File: src/rtl/acc_pkg.sv
// rtl/acc_pkg.sv - shared accumulator widths, decoded-op record and decoder state
package acc_pkg;

  localparam int ACC_W_DEFAULT  = 16;
  localparam int DATA_W_DEFAULT = 8;

  // One decoded accumulator operation: 0 = add, 1 = subtract
  typedef struct packed {
    logic                      add_sub;
    logic [DATA_W_DEFAULT-1:0] data;
  } op_t;

  // RESYNC swallows one sample after an undecodable jump
  typedef enum logic {
    RUN    = 1'b0,
    RESYNC = 1'b1
  } dec_state_t;

endpackage

File: src/rtl/acc_delta_decoder_op_fifo2.sv
// rtl/acc_delta_decoder_op_fifo2.sv - two-entry registered FIFO for decoded ops
module op_fifo2
  import acc_pkg::*;
#(
  parameter int W = $bits(op_t)
) (
  input  logic         clk,
  input  logic         rst,
  input  logic [W-1:0] s_tdata,
  input  logic         s_tvalid,
  output logic [W-1:0] m_tdata,
  input  logic         m_tready,
  output logic         full,
  output logic         empty
);

  logic [W-1:0] mem [2];
  logic         rd_ptr;
  logic         wr_ptr;
  logic [1:0]   count;
  logic         push;
  logic         pop;

  // Writer is refused while full, so a full FIFO can only pop this cycle
  assign push    = s_tvalid && !full;
  assign pop     = !empty && m_tready;
  assign full    = (count == 2'd2);
  assign empty   = (count == 2'd0);
  assign m_tdata = mem[rd_ptr];

  // Storage, pointers and occupancy; reset clears the entries so the head reads zero
  always_ff @(posedge clk) begin
    if (!rst) begin
      mem[0] <= '0;
      mem[1] <= '0;
      rd_ptr <= 1'b0;
      wr_ptr <= 1'b0;
      count  <= 2'd0;
    end else begin
      if (push) begin
        mem[wr_ptr] <= s_tdata;
        wr_ptr      <= ~wr_ptr;
      end
      if (pop) begin
        rd_ptr <= ~rd_ptr;
      end
      case ({push, pop})
        2'b10:   count <= count + 2'd1;
        2'b01:   count <= count - 2'd1;
        default: count <= count;
      endcase
    end
  end

endmodule

File: src/rtl/acc_delta_decoder.sv
// rtl/acc_delta_decoder.sv - recovers add/sub operations from a stream of accumulator values
module acc_delta_decoder
  import acc_pkg::*;
#(
  parameter int               ACC_W    = ACC_W_DEFAULT,
  parameter int               DATA_W   = DATA_W_DEFAULT,
  parameter logic [ACC_W-1:0] INIT_VAL = '0
) (
  input  logic              clk,
  input  logic              rst,
  input  logic [ACC_W-1:0]  acc_in,
  input  logic              in_valid,
  output logic              in_ready,
  output logic              add_sub,
  output logic [DATA_W-1:0] data_out,
  output logic              out_valid,
  input  logic              out_ready,
  output logic              err,
  output logic [7:0]        err_count
);

  logic [ACC_W-1:0] prev;
  logic [ACC_W-1:0] d;
  logic [ACC_W-1:0] n;
  dec_state_t       state;
  logic             accept;
  logic             fits_add;
  logic             fits_sub;
  logic             push;
  logic [DATA_W:0]  push_op;
  logic [DATA_W:0]  head_op;
  logic             fifo_full;
  logic             fifo_empty;

  // Forward and backward distances mod 2^ACC_W; an operand fits when no bits sit above DATA_W
  assign in_ready = !fifo_full;
  assign accept   = in_valid && in_ready;
  assign d        = acc_in - prev;
  assign n        = prev - acc_in;
  assign fits_add = ((d >> DATA_W) == '0);
  assign fits_sub = ((n >> DATA_W) == '0);
  assign push     = accept && (state == RUN) && (fits_add || fits_sub);
  assign push_op  = fits_add ? {1'b0, d[DATA_W-1:0]} : {1'b1, n[DATA_W-1:0]};

  assign out_valid           = !fifo_empty;
  assign {add_sub, data_out} = head_op;

  // Previous sample, resync state machine and sticky error bookkeeping
  always_ff @(posedge clk) begin
    if (!rst) begin
      prev      <= INIT_VAL;
      state     <= RUN;
      err       <= 1'b0;
      err_count <= 8'd0;
    end else if (accept) begin
      prev <= acc_in;
      if (state == RESYNC) begin
        state <= RUN;
      end else if (!(fits_add || fits_sub)) begin
        err   <= 1'b1;
        state <= RESYNC;
        if (err_count != 8'hFF) begin
          err_count <= err_count + 8'd1;
        end
      end
    end
  end

  op_fifo2 #(
    .W(DATA_W + 1)
  ) u_fifo (
    .clk      (clk),
    .rst      (rst),
    .s_tdata  (push_op),
    .s_tvalid (push),
    .m_tdata  (head_op),
    .m_tready (out_ready),
    .full     (fifo_full),
    .empty    (fifo_empty)
  );

endmodule

File: config.mk
export PLATFORM = sky130hd
export DESIGN_NAME = acc_delta_decoder
export DESIGN_NICKNAME = d
export VERILOG_FILES = /design/src/rtl/acc_pkg.sv /design/src/rtl/acc_delta_decoder_op_fifo2.sv /design/src/rtl/acc_delta_decoder.sv
export SDC_FILE = /design/constraint.sdc
export NUM_CORES = 1
export LEC_CHECK = 0
export BUFFER_PORTS_ARGS = -buffer_cell sky130_fd_sc_hd__buf_2
export CAP_MARGIN = 20
export CORE_MARGIN = 2
export CORE_UTILIZATION = 35
export DETAILED_ROUTE_END_ITERATION = 10
export GPL_TIMING_DRIVEN = 1
export PLACE_DENSITY_LB_ADDON = 0.3
export SLEW_MARGIN = 15
export SYNTH_ARGS = -nofsm -noshare
export SYNTH_HDL_FRONTEND = slang
export SYNTH_SLANG_ARGS = --single-unit
export TNS_END_PERCENT = 5
File: constraint.sdc
create_clock -name clk -period 4.3 [get_ports clk]
set_input_delay 0.645 -clock clk [delete_from_list [all_inputs] [get_ports clk]]
set_output_delay 0.645 -clock clk [all_outputs]
set_load 0.01 [all_outputs]
# [Yosys cells after proc, flatten, opt, wreduce, memory -nomap -nowiden]
# Memories as Yosys holds them, arrays and structs flattened. A register that Yosys moved wholly into a read port is not among the register bits.
# Index checks and enable logic that the tools add are counted.
[totals] ff_bits=30 out_inout_bits=20 input_bits=20 wordCells=49 ramBits=18 memories=1
[op_classes] n_eq_ne=4 mux=13 n_bitwise=4 reduce_logical=15 n_addsub=5
[memory_table] memory="u_fifo.mem" words=2 word_bits=9 read_ports=1 rd_ports_with_merged_regs=1 wr=2 line="acc_delta_decoder_op_fifo2.sv:17" source="logic [W-1:0] mem [2];"
[ops] operator="$logic_not 16->1" count=2
[ops] operator="$sub 16x16->16" count=2
[ops] operator="$mux 9" count=2
[ops] operator="$mux 1" count=10
[ops] operator="$reduce_or 9->1" count=1
[ops] operator="$add 8x1->8 const B" count=1
[ops] operator="$ne 8x8->1 const B" count=1
[ops] operator="$logic_and 1x1->1" count=5
[ops] operator="$eq 2x2->1 const B" count=2
[ops] operator="$not 1->1" count=4
[ops] operator="$pmux 2 s2" count=1
[ops] operator="$reduce_and 4->1" count=1
[ops] operator="$reduce_and 3->1" count=1
[ops] operator="$add 2x1->2 const B" count=1
[ops] operator="$eq 2x1->1 const B" count=1
[ops] operator="$logic_not 1->1" count=2
[ops] operator="$logic_not 2->1" count=1
[ops] operator="$reduce_bool 2->1" count=1
[ops] operator="$sub 2x1->2 const B" count=1
[ops] operator="$logic_or 1x1->1" count=1

# [Longest topological paths before layout]
[depth] depth_word=11 ltp_mapped=17 depth_no_buf=16

# [Hierarchy]
# Synthesis repeated with hierarchy kept, for this count alone.
[unflattened] hier_cells=503 hier_area_um2=4121.5
[by_module_without_submodules] mod="acc_delta_decoder" n_inst=1 cells_each=419 area_per_inst_um2=3115.5 seq_area_each_um2=520.5
[by_module_without_submodules] mod="op_fifo2" n_inst=1 cells_each=84 area_per_inst_um2=1006.0 seq_area_each_um2=640.6

# [Worst setup path before layout]
# Ideal clock, no wire load.
[synth_timing] kind="input to register" from="input acc_in[8]" to="register u_fifo.count[1]" t_required_ns=4.230 arrival_time_ns=3.937 stages=15 path_buffers=1 setup_time_ns=0.070 path_slack_ns=0.292 cell_sequence="inv_1 -> ha_1 -> buf_6 -> a41o_1 -> a21o_1 -> a221o_1 -> a31oi_2 -> xnor2_1 -> or4_4 -> nor4_4 -> o21a_1 -> inv_1 -> ha_1 -> or3_1 -> a21oi_1"
[synth_between] elab_chain_len=7 elab_cells_between_ends=11 classes_between="2 x add/sub; 2 x eq/ne; 1 x mux; 6 x reduce/logical"
[synth_lines] item="start, declared" line="acc_delta_decoder.sv:11" source="input logic [ACC_W-1:0] acc_in,"
[synth_lines] item="$sub 16x16->16, on equally long branches" line="acc_delta_decoder.sv:38, acc_delta_decoder.sv:39"
[synth_lines] item="$logic_not 16->1, on equally long branches" line="acc_delta_decoder.sv:40, acc_delta_decoder.sv:41"
[synth_lines] item="$logic_or 1x1->1 (*)" line="acc_delta_decoder.sv:42" source="assign push = accept && (state == RUN) && (fits_add || fits_sub);"
[synth_lines] item="$logic_and 1x1->1 (*)" line="acc_delta_decoder.sv:42"
[synth_lines] item="$logic_and 1x1->1 (*)" line="acc_delta_decoder_op_fifo2.sv:25" source="assign push = s_tvalid && !full;"
[synth_lines] item="$eq 2x1->1 or $eq 2x2->1 (tied branches)" line="acc_delta_decoder_op_fifo2.sv:47" source="case ({push, pop})"
[synth_lines] item="$pmux 2 s2 or $reduce_bool 2->1 (tied branches)"
[synth_lines] item="end signal, assigned" line="acc_delta_decoder_op_fifo2.sv:48" source="2'b10: count <= count + 2'd1;"
[synth_lines] item="end signal, assigned" line="acc_delta_decoder_op_fifo2.sv:49" source="2'b01: count <= count - 2'd1;"
[synth_lines] item="end signal, assigned" line="acc_delta_decoder_op_fifo2.sv:50" source="default: count <= count;"
[synth_lines] item="end, declared" line="acc_delta_decoder_op_fifo2.sv:20" source="logic [1:0] count;"
# Mark *: on every way between the ends. The rest lies on a longest branch, timed or not.
# A chain may end at the register's enable or synchronous reset.

# [Worst setup path after layout]
[layout_timing] from="register prev[0]" to="register u_fifo.count[1]"
[layout_between] elab_chain_len=7 elab_cells_between_ends=11 classes_between="2 x add/sub; 2 x eq/ne; 1 x mux; 6 x reduce/logical"
[layout_lines] item="start, declared" line="acc_delta_decoder.sv:22" source="logic [ACC_W-1:0] prev;"
[layout_lines] item="start signal, assigned" line="acc_delta_decoder.sv:56" source="prev <= acc_in;"
[layout_lines] item="$sub 16x16->16, on equally long branches" line="acc_delta_decoder.sv:38, acc_delta_decoder.sv:39"
[layout_lines] item="$logic_not 16->1, on equally long branches" line="acc_delta_decoder.sv:40, acc_delta_decoder.sv:41"
[layout_lines] item="$logic_or 1x1->1 (*)" line="acc_delta_decoder.sv:42"
[layout_lines] item="$logic_and 1x1->1 (*)" line="acc_delta_decoder.sv:42"
[layout_lines] item="$logic_and 1x1->1 (*)" line="acc_delta_decoder_op_fifo2.sv:25"
[layout_lines] item="$eq 2x1->1 or $eq 2x2->1 (tied branches)" line="acc_delta_decoder_op_fifo2.sv:47"
[layout_lines] item="$pmux 2 s2 or $reduce_bool 2->1 (tied branches)"
# Marked as above.

==> flow_metrics.py <==
metrics = {
    "sta": {
        "period_needed_ns": 3.95,
        "finalHoldViolCount": 0,
        "slew_viol_final": 0,
        "final.setup_skew_ns": 0.0115,
        "setup_viol": 0,
        "timing.slew.headroom_pct": 48.8,
        "fin_crit_sh_pct": 91.8,
        "setup_slack_ns": 0.352,
        "rsz0062_at_grt": "false",
        "tns_ns": 0,
        "timing.fmax_ghz": 0.253,
        "whs_ns": 0.473,
        "worst_slew_pin_slew_ns": 0.766,
    },
    "placement": {
        "io_buffers": 39,
        "routabilityCongestion": 0.939,
        "dp_hpwl_um": 7630,
        "post-place-ws_ns": 0.0819,
    },
    "clocking": {
        "cts_buffers": 5,
        "cts_buffer_depth": 2,
        "clk_pin_slew_ns": 0.11,
        "clock_sinks": 49,
        "cts.hold.buffers_added": 0,
        "postCtsSetupBuffers": 0,
        "htreeDepth": 2,
        "cts_resized": 0,
        "cts-root-buf": "clkbuf_8",
        "clk_latency_ns": 0.32,
        "cts_tree": "yes",
    },
    "yosys": {
        "syn_area_mm2": 0.00388,
        "async_flop_share_pct": 0,
        "synth_flop_cell": "dfxtp_1",
        "syn_nets": 522,
        "postSynthCellCount": 467,
        "synth_warnings": 0,
        "synth-seq-cells": 49,
        "ys_seq_area_share_pct": 30.0,
        "synth_edf_count": 18,
        "yosys.cell_types.count": 58,
        "syn_avg_cell_area_um2": 8.30,
    },
    "grt": {
        "overflow": 0,
        "grt_pass1_vias": 3214,
        "antenna_found_initial": 0,
        "grtUsageTotal_pct": 17.3,
        "grt_max_degree": 23,
        "grt_pass1_wl_um": 16200,
    },
    "worst_setup_path": {
        "cp_top_family": "simple AND/OR/NAND/NOR gates",
        "end_kind": "flip-flop",
        "crit_path_top_delay_cell": "or4_4",
        "critical_path_class": "flip-flop to flip-flop",
        "cp_data_required_time_ns": 4.53,
        "cpPeakStageDelay_ns": 0.56,
        "cp-start-kind": "flip-flop",
        "cp_num_buf_inv": 2,
        "path_cells": "inv_1 -> ha_1 -> fa_1 -> nand3b_1 -> a211oi_1 -> or3_1 -> a21oi_1 -> xnor2_1 -> or4_4 -> nor4_4 -> o21a_1 -> inv_1 -> ha_1 -> or3_1 -> a21oi_1",
        "crit_arrival_ns": 4.18,
        "cp_max_fo": 4,
    },
    "floorplan": {
        "fp.dieH_um": 109,
        "core.rowCount": 38,
        "start_util_pct": 35.8,
        "die_w_um": 109,
        "io_pins": 40,
        "die-area_mm2": 0.0119,
        "core_area_mm2": 0.0108,
    },
    "drt": {
        "wl_um": 9820,
        "drt-initial-drc-count": 220,
        "ant_nets": 0,
        "wl_per_cell_um": 15.0,
        "vias": 3426,
        "via_per_inst": 5.23,
        "firstDrtPassIters": 4,
        "drc": 0,
    },
    "min_path": {
        "min_path_type": "flip-flop to flip-flop",
    },
    "outcome": {
        "status": "completed",
    },
    "power_and_ir_drop": {
        "power_density_mw_per_mm2": 261,
        "p_leak_nw": 1.96,
        "ir_drop_mv": 0.128,
    },
    "layout": {
        "synthToLayoutAreaGrowth_pct": 14.4,
        "final_common_cell": "nand2_1",
        "final_cell_mix": "nand2_1, a21oi_1, inv_1, buf_2, ha_1",
        "drive_gt1_share_pct": 18.6,
        "nets": 569,
        "antenna_cells": 0,
        "final_util_pct": 40.9,
    },
    "run": {
        "cap_violations": 0,
    },
}
-- through the flow --
stage | cell area [um2] | total power, mW | cells
6_report | 4440 | 1.16 | 655
5_1_grt | 4440 | 1.23 | 655
4_1_cts | 4440 | 1.17 | 655
3_5_place_dp | 4340 | 0.861 | 647
3_3_place_gp | 4340 | 0.857 | 647
2_1_floorplan | 3880 | 0.755 | 467
-- Yosys cell counts, types with 8 or more instances --
| cell | instances | area, um2 |
|---|---|---|
| nand2_1 | 61 | 229 |
| a21oi_1 | 52 | 260 |
| inv_1 | 39 | 146 |
| ha_1 | 33 | 413 |
| dfxtp_1 | 31 | 621 |
| clkbuf_1 | 21 | 78.8 |
| nor2_1 | 20 | 75.1 |
| edfxtp_1 | 18 | 541 |
| o21ai_0 | 15 | 75.1 |
| nand2b_1 | 14 | 87.6 |
| a21o_1 | 13 | 97.6 |
| nor3_1 | 12 | 60.1 |
| mux2_2 | 10 | 113 |
| nand3_1 | 10 | 50.1 |
| o21a_1 | 10 | 75.1 |
| and3_1 | 8 | 50.1 |
| xnor2_1 | 8 | 70.1 |
-- path summary, 6_finish.rpt --
kind / from / end / slack [ns] / cells after the start
setup / recovery: prev[0]$_SDFFE_PN0P_ / u_fifo.count[1]$_SDFFE_PN0P_ / 0.35 / 15
hold / removal: prev[15]$_SDFFE_PN0P_ / prev[15]$_SDFFE_PN0P_ / 0.47 / 2
setup reg to reg: prev[0]$_SDFFE_PN0P_ / u_fifo.count[1]$_SDFFE_PN0P_ / 0.35 / 15
hold reg to reg: prev[15]$_SDFFE_PN0P_ / prev[15]$_SDFFE_PN0P_ / 0.47 / 2
-- area by class of cell --
class / instances / area (um2)
clock inverter: 3 / 25.0
fill: 1161 / 6400
clock buffer: 5 / 68.8
inverter: 39 / 146
timing repair buffer: 64 / 395
sequential: 49 / 1160
tap: 140 / 175
multi-input combinational: 355 / 2460
-- state kept, by name, summed over array words and instances, names as in the netlist, named ones only --
signal         flops
u_fifo.mem        18
prev              16
err_count          8
u_fifo.count       2
err                1
state              1
u_fifo.rd_ptr      1
u_fifo.wr_ptr      1
-- routing by layer --
metal	global-route usage, %	wire, um	vias up
met5	0	0	-
met4	4.61	112	0
met3	2.21	445	7
met2	27.6	4430	72
met1	24.7	4830	1614
li1	-	-	1733
-- tightest hold or removal path, delay by kind of cell (launching register included) --
kind            cells  cell delay (ns)
compound gates      1             0.05
flops               1             0.33
simple gates        1             0.05
-- logic make-up after synthesis --
family	count (synthesis)	synth area share, %
adders and majority gates	35	11.7
AOI/OAI and AO/OA	123	21.0
DFF	49	30.0
xor gates and xnor gates	15	3.39
muxes	18	5.00
buffers and inverters	63	6.49
and+or+nand+nor	164	22.5
-- power by group --
part | total, mW | leakage [nW] | switching, mW | internal [mW]
Combinational | 0.344 | 1.47 | 0.203 | 0.141
Clock | 0.302 | 0.0466 | 0.182 | 0.119
Sequential | 0.510 | 0.439 | 0.0117 | 0.498
Total | 1.16 | 1.96 | 0.397 | 0.758
Note: power is estimated with default switching activity, not from simulation.
